File: config.mk
export PLATFORM = sky130hd
export DESIGN_NAME = logic_unit_scheduler
export DESIGN_NICKNAME = d
export VERILOG_FILES = /design/src/rtl/logic_unit_scheduler.sv
export SDC_FILE = /design/constraint.sdc
export NUM_CORES = 1
export LEC_CHECK = 0
export ABC_AREA = 1
export CAP_MARGIN = 15
export CORE_MARGIN = 4
export CORE_UTILIZATION = 43
export CTS_CLUSTER_DIAMETER = 50
export CTS_CLUSTER_SIZE = 14
export DETAILED_ROUTE_END_ITERATION = 12
export PLACE_DENSITY = 0.77
export SLEW_MARGIN = 0
export SYNTH_ARGS = -nofsm -noshare
export SYNTH_HDL_FRONTEND = slang
export SYNTH_SLANG_ARGS = --single-unit
File: constraint.sdc
create_clock -name clk -period 1.4 [get_ports clk]
set_input_delay 0.28 -clock clk [delete_from_list [all_inputs] [get_ports clk]]
set_output_delay 0.28 -clock clk [all_outputs]
set_load 0.01 [all_outputs]
File: src/rtl/logic_unit_scheduler.sv
// Round-robin scheduler that shares one NOR-built bitwise logic unit between two
// requesters and holds each tagged result until the consumer accepts it.

module nor_gate #(
  parameter int WIDTH = 4
) (
  input  logic [WIDTH-1:0] a_i,
  input  logic [WIDTH-1:0] b_i,
  output logic [WIDTH-1:0] y_o
);
  assign y_o = ~(a_i | b_i);
endmodule

// AND/OR/NOT/NOR, with every function built from NOR gates only.
module nor_logic_unit #(
  parameter int WIDTH = 4
) (
  input  logic [1:0]       op_i,
  input  logic [WIDTH-1:0] a_i,
  input  logic [WIDTH-1:0] b_i,
  output logic [WIDTH-1:0] y_o
);
  logic [WIDTH-1:0] not_a, not_b, nor_ab, or_ab, and_ab;

  nor_gate #(.WIDTH(WIDTH)) u_not_a (.a_i(a_i),    .b_i(a_i),    .y_o(not_a));
  nor_gate #(.WIDTH(WIDTH)) u_not_b (.a_i(b_i),    .b_i(b_i),    .y_o(not_b));
  nor_gate #(.WIDTH(WIDTH)) u_nor   (.a_i(a_i),    .b_i(b_i),    .y_o(nor_ab));
  nor_gate #(.WIDTH(WIDTH)) u_or    (.a_i(nor_ab), .b_i(nor_ab), .y_o(or_ab));
  nor_gate #(.WIDTH(WIDTH)) u_and   (.a_i(not_a),  .b_i(not_b),  .y_o(and_ab));

  always_comb begin
    y_o = and_ab;
    case (op_i)
      2'b00:   y_o = and_ab;
      2'b01:   y_o = or_ab;
      2'b10:   y_o = not_a;
      default: y_o = nor_ab;
    endcase
  end
endmodule

module logic_unit_scheduler #(
  parameter int WIDTH = 4
) (
  input  logic             clk,
  input  logic             reset_n,
  input  logic             req0_valid,
  input  logic [1:0]       req0_op,
  input  logic [WIDTH-1:0] req0_inA,
  input  logic [WIDTH-1:0] req0_inB,
  output logic             req0_ready,
  input  logic             req1_valid,
  input  logic [1:0]       req1_op,
  input  logic [WIDTH-1:0] req1_inA,
  input  logic [WIDTH-1:0] req1_inB,
  output logic             req1_ready,
  output logic             out_valid,
  output logic             out_id,
  output logic [WIDTH-1:0] out_result,
  input  logic             out_ready,
  output logic             busy,
  output logic [1:0]       dbg_state
);
  // Handshakes: a request transfers on the cycle reqX_valid & reqX_ready are both
  // high; a result transfers when out_valid & out_ready are both high.

  typedef enum logic [1:0] {
    S_IDLE   = 2'd0,
    S_EXEC   = 2'd1,
    S_RESULT = 2'd2
  } state_t;

  state_t           state_q, state_d;
  logic             prio_q, prio_d;
  logic [1:0]       op_q, op_d;
  logic [WIDTH-1:0] a_q, a_d, b_q, b_d;
  logic             id_q, id_d;
  logic [WIDTH-1:0] res_q, res_d;
  logic             oid_q, oid_d;
  logic             grant;
  logic [WIDTH-1:0] unit_y;

  nor_logic_unit #(.WIDTH(WIDTH)) u_unit (
    .op_i (op_q),
    .a_i  (a_q),
    .b_i  (b_q),
    .y_o  (unit_y)
  );

  always_ff @(posedge clk) begin
    if (!reset_n) begin
      state_q <= S_IDLE;
      prio_q  <= 1'b0;
      op_q    <= '0;
      a_q     <= '0;
      b_q     <= '0;
      id_q    <= 1'b0;
      res_q   <= '0;
      oid_q   <= 1'b0;
    end else begin
      state_q <= state_d;
      prio_q  <= prio_d;
      op_q    <= op_d;
      a_q     <= a_d;
      b_q     <= b_d;
      id_q    <= id_d;
      res_q   <= res_d;
      oid_q   <= oid_d;
    end
  end

  // A lone valid requester wins outright; prio only breaks ties.
  assign grant = (req0_valid && req1_valid) ? prio_q : req1_valid;

  always_comb begin
    state_d    = state_q;
    prio_d     = prio_q;
    op_d       = op_q;
    a_d        = a_q;
    b_d        = b_q;
    id_d       = id_q;
    res_d      = res_q;
    oid_d      = oid_q;
    req0_ready = 1'b0;
    req1_ready = 1'b0;
    case (state_q)
      S_IDLE: begin
        req0_ready = req0_valid && !grant;
        req1_ready = req1_valid && grant;
        if (req0_ready || req1_ready) begin
          op_d    = grant ? req1_op  : req0_op;
          a_d     = grant ? req1_inA : req0_inA;
          b_d     = grant ? req1_inB : req0_inB;
          id_d    = grant;
          prio_d  = !grant;
          state_d = S_EXEC;
        end
      end
      S_EXEC: begin
        res_d   = unit_y;
        oid_d   = id_q;
        state_d = S_RESULT;
      end
      S_RESULT: begin
        if (out_ready) state_d = S_IDLE;
      end
      default: state_d = S_IDLE;
    endcase
  end

  assign out_valid  = (state_q == S_RESULT);
  assign out_id     = oid_q;
  assign out_result = res_q;
  assign busy       = (state_q != S_IDLE);
  assign dbg_state  = state_q;
endmodule

Word level (Yosys, flattened, before mapping)
Index checks and enable logic that the tools add are counted.
Widths: inputs -> output; s select.
{"block": "op_classes", "n_eq_ne": 6, "n_mux": 10, "bitwise_logic": 10, "reduce_logical": 10}
{"op": "$not 4->4", "n": 5}
{"op": "$or 4x4->4", "n": 5}
{"op": "$pmux 4 s3", "n": 1}
{"op": "$mux 4", "n": 2}
{"op": "$mux 2", "n": 3}
{"op": "$pmux 2 s3", "n": 1}
{"op": "$eq 2x1->1 const B", "n": 2}
{"op": "$eq 2x2->1 const B", "n": 2}
{"op": "$logic_not 2->1", "n": 2}
{"op": "$reduce_and 2->1", "n": 2}
{"op": "$logic_and 1x1->1", "n": 3}
{"op": "$mux 1", "n": 3}
{"op": "$ne 2x1->1 const B", "n": 1}
{"op": "$ne 2x2->1 const B", "n": 1}
{"op": "$reduce_bool 2->1", "n": 1}
{"op": "$logic_not 1->1", "n": 1}
{"op": "$logic_or 1x1->1", "n": 1}
{"block": "totals", "ff_bits": 19, "inputBits": 25, "output_inout_bits": 11, "wordCells": 44}

Logic depth before layout (Yosys ltp)
Gate-level depths: netlist of the first run.
{"block": "depth", "word_depth": 7, "depth_mapped": 7, "ltp_nobuf": 6}

Cells and area by module
From an unflattened synthesis of the first run, not the netlist that was laid out.
{"block": "hier_totals", "cells_unflattened": 176, "hier_area_um2": 1121.1}
{"mod": "logic_unit_scheduler", "instances": 1, "cells_per_inst": 131, "area_each_um2": 904.6, "seq_area_each_um2": 380.4}
{"mod": "nor_logic_unit", "instances": 1, "cells_per_inst": 25, "area_each_um2": 141.4, "seq_area_each_um2": 0.0}
{"mod": "nor_gate", "instances": 5, "cells_per_inst": 4, "area_each_um2": 15.0, "seq_area_each_um2": 0.0}

Least setup slack after synthesis of the first run
OpenSTA, ideal clock, no wires.
{"block": "synth_path", "path_kind": "register to output", "start": "reg state_q[0], in the netlist dbg_state[0]", "end": "out req1_ready", "arrival_time_ps": 924, "t_required_ps": 1120, "setup_slack_ps": 196, "stages_incl_launch_ff": 5, "path_buffers": 1, "cell_sequence": "dfxtp_1 -> nor2_4 -> buf_4 -> nand3_1 -> inv_1"}
{"block": "synth_via", "elab_chain_len": 2}
{"item": "from (decl)", "line_no": "73", "source": "state_t state_q, state_d;"}
{"item": "from (signal assigned)", "line_no": "101", "source": "state_q <= state_d;"}
{"item": "$logic_not 2->1", "line_no": "126", "source": "case (state_q)"}
{"item": "$mux 1", "line_no": "126"}
{"item": "to (decl)", "line_no": "56", "source": "output logic req1_ready,"}
No other way between the ends.

Final worst setup path of the first run
{"block": "layout_path", "start": "reg state_q[0], in the netlist dbg_state[0]", "end": "out req0_ready"}
{"block": "layout_via", "elab_chain_len": 2}
{"item": "$logic_not 2->1", "line_no": "126"}
{"item": "$mux 1", "line_no": "126"}
{"item": "to (decl)", "line_no": "51", "source": "output logic req0_ready,"}
No other way between the ends.

==> impl_results.md, run 1 <==
* Failing checks: setup timing
* Total global routing track utilization at 18.4%
* Register bit count reported by yosys at 19
* Fin Clk Skew at 0.00320 ns
* Start point of the critical path: dbg_state[0]$_SDFFE_PN0P_
* Start point of the worst min-delay path: id_q$_SDFFE_PN0P_
* Category of the critical setup timing path: register to output pin
* Hold path cells at 2
* DRC violations left at 0
* Result of the run: finished, violations left
* Most frequent cells in the layout: 42 x sky130_fd_sc_hd__nand2_1, 28 x sky130_fd_sc_hd__nand3_1, 24 x sky130_fd_sc_hd__inv_1
* Total instance count after detailed placement at 225
* Final weighted congestion in routability-driven placement at 0.794
* Final layout net count at 233
* FP Rows at 17
* Timing-limited maximum frequency at 711 MHz
* Master cell of the clock root buffer: sky130_fd_sc_hd__clkbuf_4
* Share of the clock period used by the worst path at 101%
* Total detailed-routing wirelength at 2810 µm
* Count of antenna diodes in the layout at 0
* # hold bufs at CTS at 0
* Setup ws final at -0.00718 ns
* Final Core Density at 69.6%
* CP arrival at 1.13 ns
* Final number of hold-violating endpoints at 0
* Leakage dissipation at 0.793 nW
* Synthesized cell area at 1000 µm²
* Final Max Slew Viols at 0
* Startpoint of the worst register-to-register path: dbg_state[0]$_SDFFE_PN0P_
* Initial Util at 45.4%
* Final design instance area without fill at 1540 µm²
* Worst skew pair latency at 0.30 ns
* Final HPWL from detailed placement at 2150 µm
* Worst slew margin relative to its limit at 76.1%
* Clock transition at path regs at 0.10 ns
* Share of final-layout standard cells stronger than drive strength 1 at 18.8%
* Average via count per standard cell at 5.06
* Required time at the worst-slack endpoint at 1.12 ns
* Area Growth Syn to Fin at 53.4%
* Global-route wire length before repair at 4700 µm
* H-tree lvl count at 1
* Via count at 1190
* Number of standard cells after synthesis at 156
* Synthesis warning total at 0
* Count of placed standard cells in the final layout, fillers left out at 235
* Via count of the first global-routing pass at 1204
* Accumulated negative setup slack at -0.00718 ns
* Number of clock buffers inserted by TritonCTS at 3
* Number of DRC markers in iteration 0 at 15
* Width of the die at 56.3 µm
* Max IR drop VDD at 0.000693 V
* Die ar. at 3170 µm²
* Average cell area after synthesis at 6.43 µm²
* Clock sink count at 19
* Post-placement setup slack at -0.524 ns
* Setup-violating endpoint count in the final report at 1
* Syn nets at 181
* Area of the core at 2210 µm²
* Top-level I/O count at 36
* Transition time of the tightest slew-check pin at 0.358 ns
* Global route total overflow at 0
* Number of iterations in the first detailed-routing pass at 4
* Leading cell type in the layout, fill and taps excluded: sky130_fd_sc_hd__nand2_1
* Detail Route Antenna Nets at 0
* Max capacitance violation total at 0
* Unrepaired setup endpoints after global routing: true
* Number of buffers on the longest clock path at 2
* Number of antenna violations at the first check in global routing at 0
* Wire length per cell after detailed routing at 12.0 µm
* Register area share after synthesis at 37.9%
* Quantity of I/O buffers inserted on ports at 35
* Ratio of total power to cell area at 907 nW/µm²
* Height of the die at 56.3 µm
* Unique cell type count in the Yosys netlist at 16
* Placed Instance Area at 1440 µm²
* CP startpoint kind: register
* Min cycle time layout at 1.41 ns
* Largest net degree at the start of global routing at 12
* Critical-path maximum fanout at 3
* Overall power consumption at 1.40 mW
* Kind of capture point of the worst setup path: output pin
* Clock tree from TritonCTS: done
* Min Hold Slack at 0.470 ns
* Length in cells of the worst reg-to-reg path at 9
* Worst min-delay path category: register to register
* Number of fillers in the final layout at 211
## repair_timing
item / CTS / global route
setup buffers: 3 / 4
pin swaps: 2 / 1
resized for setup: 32 / 12
endpoints found under the setup margin: 11 / 12
## kinds of logic after synthesis
group	count (synthesis)	synth area share, %
simple gates	86	38.5
compound gates	17	9.23
buf+inv	34	14.3
flops	19	37.9
## worst paths after layout
check	endpoint	slack (ns)
worst max-delay path	req0_ready	-0.007
worst min-delay path	id_q$_SDFFE_PN0P_	0.47
worst max register to register	op_q[1]$_SDFFE_PN0P_	0.10
worst min register to register	id_q$_SDFFE_PN0P_	0.47
## routing by layer
layer | GRT usage, % | share of wire [%] | routed length [µm] | vias up
met4 | 7.80 | 2.4 | 68 | 0
met5 | 0 | 0 | 0 | -
li1 | - | - | - | 600
met2 | 36.7 | 55 | 1550 | 40
met3 | 4.37 | 5.6 | 158 | 9
met1 | 17.4 | 37 | 1040 | 541
## cell type report
type                    count  area [µm²]  area share, %
repair buffers             54         495           32.2
multi-input cells         103         494           32.1
flip-flops and latches     19         384           25.0
inverters                  27         104           6.75
well taps                  28        35.0           2.28
clock buffers               4        26.3           1.71
## cell usage after synthesis
| library cell | number | area [µm²] |
|---|---|---|
| sky130_fd_sc_hd__nand2_1 | 43 | 161 |
| sky130_fd_sc_hd__nand3_1 | 29 | 145 |
| sky130_fd_sc_hd__inv_1 | 27 | 101 |
| sky130_fd_sc_hd__dfxtp_1 | 19 | 380 |
| sky130_fd_sc_hd__a21oi_1 | 10 | 50.1 |
| sky130_fd_sc_hd__nand4_1 | 7 | 43.8 |
| sky130_fd_sc_hd__nor2_1 | 5 | 18.8 |
| sky130_fd_sc_hd__o21ai_0 | 5 | 25.0 |
| sky130_fd_sc_hd__buf_2 | 4 | 20.0 |
| sky130_fd_sc_hd__a21oi_2 | 1 | 8.76 |
| sky130_fd_sc_hd__buf_4 | 1 | 7.51 |
| sky130_fd_sc_hd__buf_6 | 1 | 11.3 |
| sky130_fd_sc_hd__clkbuf_1 | 1 | 3.75 |
| sky130_fd_sc_hd__nor2_2 | 1 | 6.26 |
| sky130_fd_sc_hd__nor2_4 | 1 | 11.3 |
| sky130_fd_sc_hd__o21ai_2 | 1 | 8.76 |
## state kept, by name, indices dropped and copies added, names as in the netlist
register	flops
out_result	4
a_q	4
b_q	4
id_q	1
dbg_state	2
op_q	2
out_id	1
prio_q	1
## critical path, cell delays in order (launching register included)
cell,delay (ns)
sky130_fd_sc_hd__dfxtp_2,0.35
sky130_fd_sc_hd__nor2_4,0.17
sky130_fd_sc_hd__buf_6,0.13
sky130_fd_sc_hd__nand2_4,0.04
sky130_fd_sc_hd__inv_2,0.05
sky130_fd_sc_hd__buf_6,0.09
## power breakdown
group	switching [mW]	internal (mW)	leakage (nW)
combinational	0.235	0.259	0.621
sequential	0.0351	0.591	0.157
clock	0.165	0.111	0.0150
total	0.435	0.961	0.793
No activity file was read; power rests on OpenSTA's default activity.
==> run 2, diff against run 1 <==
- CELL_PAD_IN_SITES_DETAIL_PLACEMENT: default -> 0
- CELL_PAD_IN_SITES_GLOBAL_PLACEMENT: default -> 2
- CORE_UTILIZATION: 43 -> 22
- PLACE_DENSITY: 0.77 -> default
- PLACE_DENSITY_LB_ADDON: default -> 0.1
==> impl_results.md, run 2 (synthesis results as in run 1) <==
* Count of placed standard cells in the final layout, fillers left out at 259
* Width of the die at 75.5 µm
* CP arrival at 1.10 ns
* Top-level I/O count at 36
* Net switching component of the power at 0.453 mW
* Count of antenna diodes in the layout at 0
* Die ar. at 5710 µm²
* Final weighted congestion in routability-driven placement at 0.737
* Transition time of the tightest slew-check pin at 0.328 ns
* Number of antenna violations at the first check in global routing at 0
* Number of buffers on the longest clock path at 2
* Switching share of total power at 30.2%
* Max capacitance violation total at 0
* Overall power consumption at 1.50 mW
* Area of the multi-input gates at 509 µm²
* Leading cell type in the layout, fill and taps excluded: sky130_fd_sc_hd__nand2_1
* Min cycle time layout at 1.38 ns
* Global route total overflow at 0
* Setup-violating endpoint count in the final report at 0
* Initial Util at 22.9%
* Via count at 1116
* Final layout net count at 233
* Final design instance area without fill at 1600 µm²
* Design internal power at 1.04 mW
* Worst min-delay path category: register to register
* Leakage dissipation at 0.803 nW
* Share of the clock period used by the worst path at 98.9%
* FP Rows at 24
* Area Growth Syn to Fin at 59.1%
* Fin Clk Skew at 0.00373 ns
* Average via count per standard cell at 4.31
* Number of DRC markers in iteration 0 at 23
* Register cell area after layout at 383 µm²
* Global-route wire length before repair at 4990 µm
* Clock transition at path regs at 0.07 ns
* Worst skew pair latency at 0.26 ns
* Final Core Density at 36.4%
* Share of final-layout standard cells stronger than drive strength 1 at 17.9%
* Total instance count after detailed placement at 252
* Share of power burned in combinational logic at 32.5%
* Master cell of the clock root buffer: sky130_fd_sc_hd__clkbuf_8
* Max IR drop VDD at 0.000371 V
* Via count of the first global-routing pass at 1081
* Final Max Slew Viols at 0
* Unrepaired setup endpoints after global routing: true
* Clk network pwr share at 25.8%
* Worst slew margin relative to its limit at 78.1%
* Wire length per cell after detailed routing at 11.6 µm
* Length in cells of the worst reg-to-reg path at 9
* Area of the core at 4380 µm²
* Final number of hold-violating endpoints at 0
* Kind of capture point of the worst setup path: output pin
* Final HPWL from detailed placement at 2410 µm
* Largest net degree at the start of global routing at 12
* Required time at the worst-slack endpoint at 1.12 ns
* Category of the critical setup timing path: register to output pin
* Ratio of total power to cell area at 938 nW/µm²
* Hold path cells at 2
* CP startpoint kind: register
* Startpoint of the worst register-to-register path: dbg_state[0]$_SDFFE_PN0P_
* # hold bufs at CTS at 0
* Min Hold Slack at 0.460 ns
* Placed Instance Area at 1500 µm²
* Clock sink count at 19
* Part of the power in registers at 41.7%
* Number of clock buffers inserted by TritonCTS at 3
* Quantity of I/O buffers inserted on ports at 35
* Critical-path maximum fanout at 3
* Hold Path Sink: id_q$_SDFFE_PN0P_
* Start point of the worst min-delay path: id_q$_SDFFE_PN0P_
* DRC violations left at 0
* Endpoint of the lowest-slack register-to-register path: a_q[0]$_SDFFE_PN0P_
* H-tree lvl count at 1
* Total detailed-routing wirelength at 3000 µm
* Timing-limited maximum frequency at 722 MHz
* Clock tree from TritonCTS: done
* Detail Route Antenna Nets at 0
* Result of the run: complete, no violations
* Minimum setup slack among reg-to-reg paths at 0.11 ns
* Height of the die at 75.5 µm
* Total global routing track utilization at 11.8%
* Number of fillers in the final layout at 484
* Number of iterations in the first detailed-routing pass at 5
* Most frequent cells in the layout: 42 x sky130_fd_sc_hd__nand2_1, 28 x sky130_fd_sc_hd__nand3_1, 25 x sky130_fd_sc_hd__inv_1
## run 2: critical path: stages, from the launching register on
cell and delay (ns):
sky130_fd_sc_hd__dfxtp_2 0.34, sky130_fd_sc_hd__nor2_4 0.16, sky130_fd_sc_hd__buf_6 0.13, sky130_fd_sc_hd__nand3_4 0.07, sky130_fd_sc_hd__inv_2 0.06, sky130_fd_sc_hd__buf_6 0.09
## run 2: worst max path at each step
| stage | start | end | cells after the start |
|---|---|---|---|
| finish | dbg_state[0]$_SDFFE_PN0P_ | req1_ready | 5 |
| global route | dbg_state[0]$_SDFFE_PN0P_ | req1_ready | 5 |
| CTS | dbg_state[1]$_SDFFE_PN0P_ | req0_ready | 5 |
| detailed placement | req0_valid | req0_ready | 6 |
| global placement | req0_valid | req0_ready | 6 |
| floorplan | dbg_state[0]$_SDFFE_PN0P_ | req1_ready | 4 |
## run 2: final cells by class
type	count	area share, %
inverters	27	6.35
multi-input cells	103	31.9
repair buffers	54	30.9
well taps	52	4.08
flip-flops and latches	19	24.0
clock buffers	4	2.82
## run 2: metrics by stage
step,worst slack (ns),setup TNS [ns]
finish,0.0157,0
global route,-0.0554,-0.0672
CTS,-0.104,-0.524
detailed placement,-0.561,-3.64
global placement,-0.503,-2.94
floorplan,0.196,0
## run 2: power groups by stage
stage | Clock, mW | Sequential, mW | Combinational [mW]
CTS | 0.406 | 0.625 | 0.495
global placement | 0 | 0.636 | 0.456
global route | 0.423 | 0.632 | 0.549
floorplan | 0 | 0.633 | 0.232
finish | 0.387 | 0.625 | 0.486
detailed placement | 0 | 0.638 | 0.458
## run 2: metal layers
metal | track usage (%) | up-vias | share of wire (%)
met3 | 3.30 | 2 | 3.9
met2 | 22.1 | 20 | 54
met5 | 0 | - | 0
met4 | 2.33 | 0 | 0.50
li1 | - | 598 | -
met1 | 13.4 | 496 | 41
## run 2: repair_timing
| action | in CTS | in global routing |
|---|---|---|
| resized for setup | 34 | 10 |
| buffers inserted | 5 | 0 |
| setup endpoints to repair | 11 | 15 |
| pin swaps | 2 | 2 |
==> RTL edit, RTL diff (config.mk and constraints of run 2) <==
`WIDTH` is set to 4 in 3 places; all go to 6.
--- a/src/rtl/logic_unit_scheduler.sv
+++ b/src/rtl/logic_unit_scheduler.sv
@@ -2,7 +2,7 @@
 // requesters and holds each tagged result until the consumer accepts it.
 
 module nor_gate #(
-  parameter int WIDTH = 4
+  parameter int WIDTH = 6
 ) (
   input  logic [WIDTH-1:0] a_i,
   input  logic [WIDTH-1:0] b_i,
@@ -13,7 +13,7 @@
 
 // AND/OR/NOT/NOR, with every function built from NOR gates only.
 module nor_logic_unit #(
-  parameter int WIDTH = 4
+  parameter int WIDTH = 6
 ) (
   input  logic [1:0]       op_i,
   input  logic [WIDTH-1:0] a_i,
@@ -40,7 +40,7 @@
 endmodule
 
 module logic_unit_scheduler #(
-  parameter int WIDTH = 4
+  parameter int WIDTH = 6
 ) (
   input  logic             clk,
   input  logic             reset_n,
Interface: changed (5 resized); port bits go from 36 to 46. The function was not compared with the original's and may differ.
==> RTL edit against run 2 <==
Final area is 29% higher; critical endpoint is now req0_ready; via count is 35% higher; largest power group unchanged; setup slack worse by 0.010 ns; routed wire length increased by 39%; power up 25%; clock skew fell by 0.0010 ns; largest cell class unchanged; sequential cell count rose by 6; area after synthesis increased by 38%.
==> RTL edit: results (changes against run 2) <==
| Metric | Value |
|---|---|
| Maximum fanout along the worst path | 3 (unchanged) |
| Clk buf depth | 2 (unchanged) |
| Initial antenna violation count | 0 (unchanged) |
| Synth top cells by count | nand2_1, nand3_1, inv_1 (unchanged) |
| Worst-margin pin slew | 0.376 ns (was 0.328 ns) |
| Hold Path Class | flop to flop (unchanged) |
| Worst EP arrival | about 1.1 ns |
| Synth top area cells | dfxtp_1, nand2_1, nand3_1, inv_1, nand4_1 (was dfxtp_1, nand2_1, nand3_1, inv_1, a21oi_1) |
| Synth async-reset ratio | 0% (unchanged) |
| Routed WL per cell | 12.2 um (was 11.6 um) |
| Unique cell type count in the Yosys netlist | 17 (was 16) |
| Gr usage total | 11.3% (was 11.8%) |
| Worst skew pair latency | 0.26 ns (about the same) |
| Worst slack, placed | -0.530 ns (was -0.561 ns) |
| Clk slew on worst S/H paths | 0.09 ns (was 0.07 ns) |
| IO buf count | 45 (was 35) |
| Filler cells | 699 (was 484) |
| Routed vias/inst | 4.42 (was 4.31) |
| Fin nets | 300 (was 233) |
| Vias in the first global route | 1,519 (was 1,081) |
| Mean Syn Cell Area | 6.67 um2 (was 6.43 um2) |
| Largest net degree at the start of global routing | 21 (was 12) |
| Post-CTS Setup Bufs | 4 (was 5) |
| Worst VDD drop | 0.000552 V (was 0.000371 V) |
| Number of DRC markers in iteration 0 | 30 (was 23) |
| Max incr delay on CP | 0.34 ns (about the same) |
| Final GP Congestion | 0.662 (was 0.737) |
| CTS Buf Count | 3 (unchanged) |
| PostCTS Resize Cnt | 37 (was 34) |
| Pleak | 1.03 nW (was 0.803 nW) |
| Detailed placer's ending HPWL | 3180 um (was 2410 um) |
| Status | finished, final reports clean (unchanged) |
| H-Tree Depth | 1 (unchanged) |
| Max stage delay cell, worst path | dfxtp_2 (unchanged) |
| Number of synthesis warnings | 0 (unchanged) |
| Routed Wire Length | 4160 um (was 3000 um) |
| First-pass GRT wire length | 6840 um (was 4990 um) |
| Placed cell count | 332 (was 252) |
| Syn Nets | 240 (was 181) |
| Sequential area share after synthesis | 36.2% (was 37.9%) |
| Area after DPL | 1970 um2 (was 1500 um2) |
| Root Buffer | clkbuf_8 (unchanged) |
| Share of cells above drive strength 1 | 16.2% (was 17.9%) |
| DRT Pass-1 Iters | 4 (was 5) |
| Antenna Cells | 0 (unchanged) |
| Final Skew | 0.00271 ns (was 0.00373 ns) |
RTL edit: changes by cell type in the layout (fill, tap and decap cells not counted), sizes merged, moves of 3 or more:
cell,before,now
nand3,29,41
nand2,43,59
nand4,7,13
buf,23,26
clkdlybuf4s50,22,30
dfxtp,19,25
inv,27,31
RTL edit: power breakdown:
part / internal, W / switching, W
clock: 0.000203 / 0.000228
combinational: 0.000320 / 0.000307
sequential: 0.000774 / 0.0000453
total: 0.00130 / 0.000581
RTL edit: layer usage:
metal  wire length [um]  global-route usage, %
met1               1830                   13.0
met2               2070                   21.2
met3                234                   3.22
met4                 19                   1.26
met5                  0                      0
RTL edit: stage by stage:
stage / utilization (%) / total power [W]
final: 34.5 / 0.00188
after global routing: 34.5 / 0.00202
after CTS: 34.0 / 0.00190
after detailed placement: 32.9 / 0.00144
after global placement: 32.9 / 0.00144
after floorplan: - / 0.00117
RTL edit: cells by family (layout without fill, tap and decap cells):
group                  Yosys count  in the layout  share of synthesized area [%]
flip-flops                      25             25                           36.2
AO/OA/AOI/OAI                   19             19                           8.52
AND/OR/NAND/NOR                120            120                           39.8
buffers and inverters           43            102                           15.5
RTL edit: worst paths after layout:
path            startpoint             to  slack (ns)  cells past startpoint
min reg2reg  out_result[3]  out_result[3]        0.46                      2
min          out_result[3]  out_result[3]        0.46                      2
max reg2reg   dbg_state[1]        op_q[1]        0.07                     10
max           dbg_state[1]     req0_ready       0.005                      6
RTL edit: area by class of cell:
type                       instances  area [um2]  area share (%)
multi-input combinational        139         687            33.2
tap                               75        93.8            4.54
sequential                        25         503            24.3
clock buffer                       4        45.0            2.18
inverter                          31         116            5.63
timing repair buffer              67         622            30.1
RTL edit: critical path, delay by kind of cell (launching register included):
family	cells	cell delay, ns
flops	1	0.34
buf+inv	4	0.35
simple gates	2	0.16
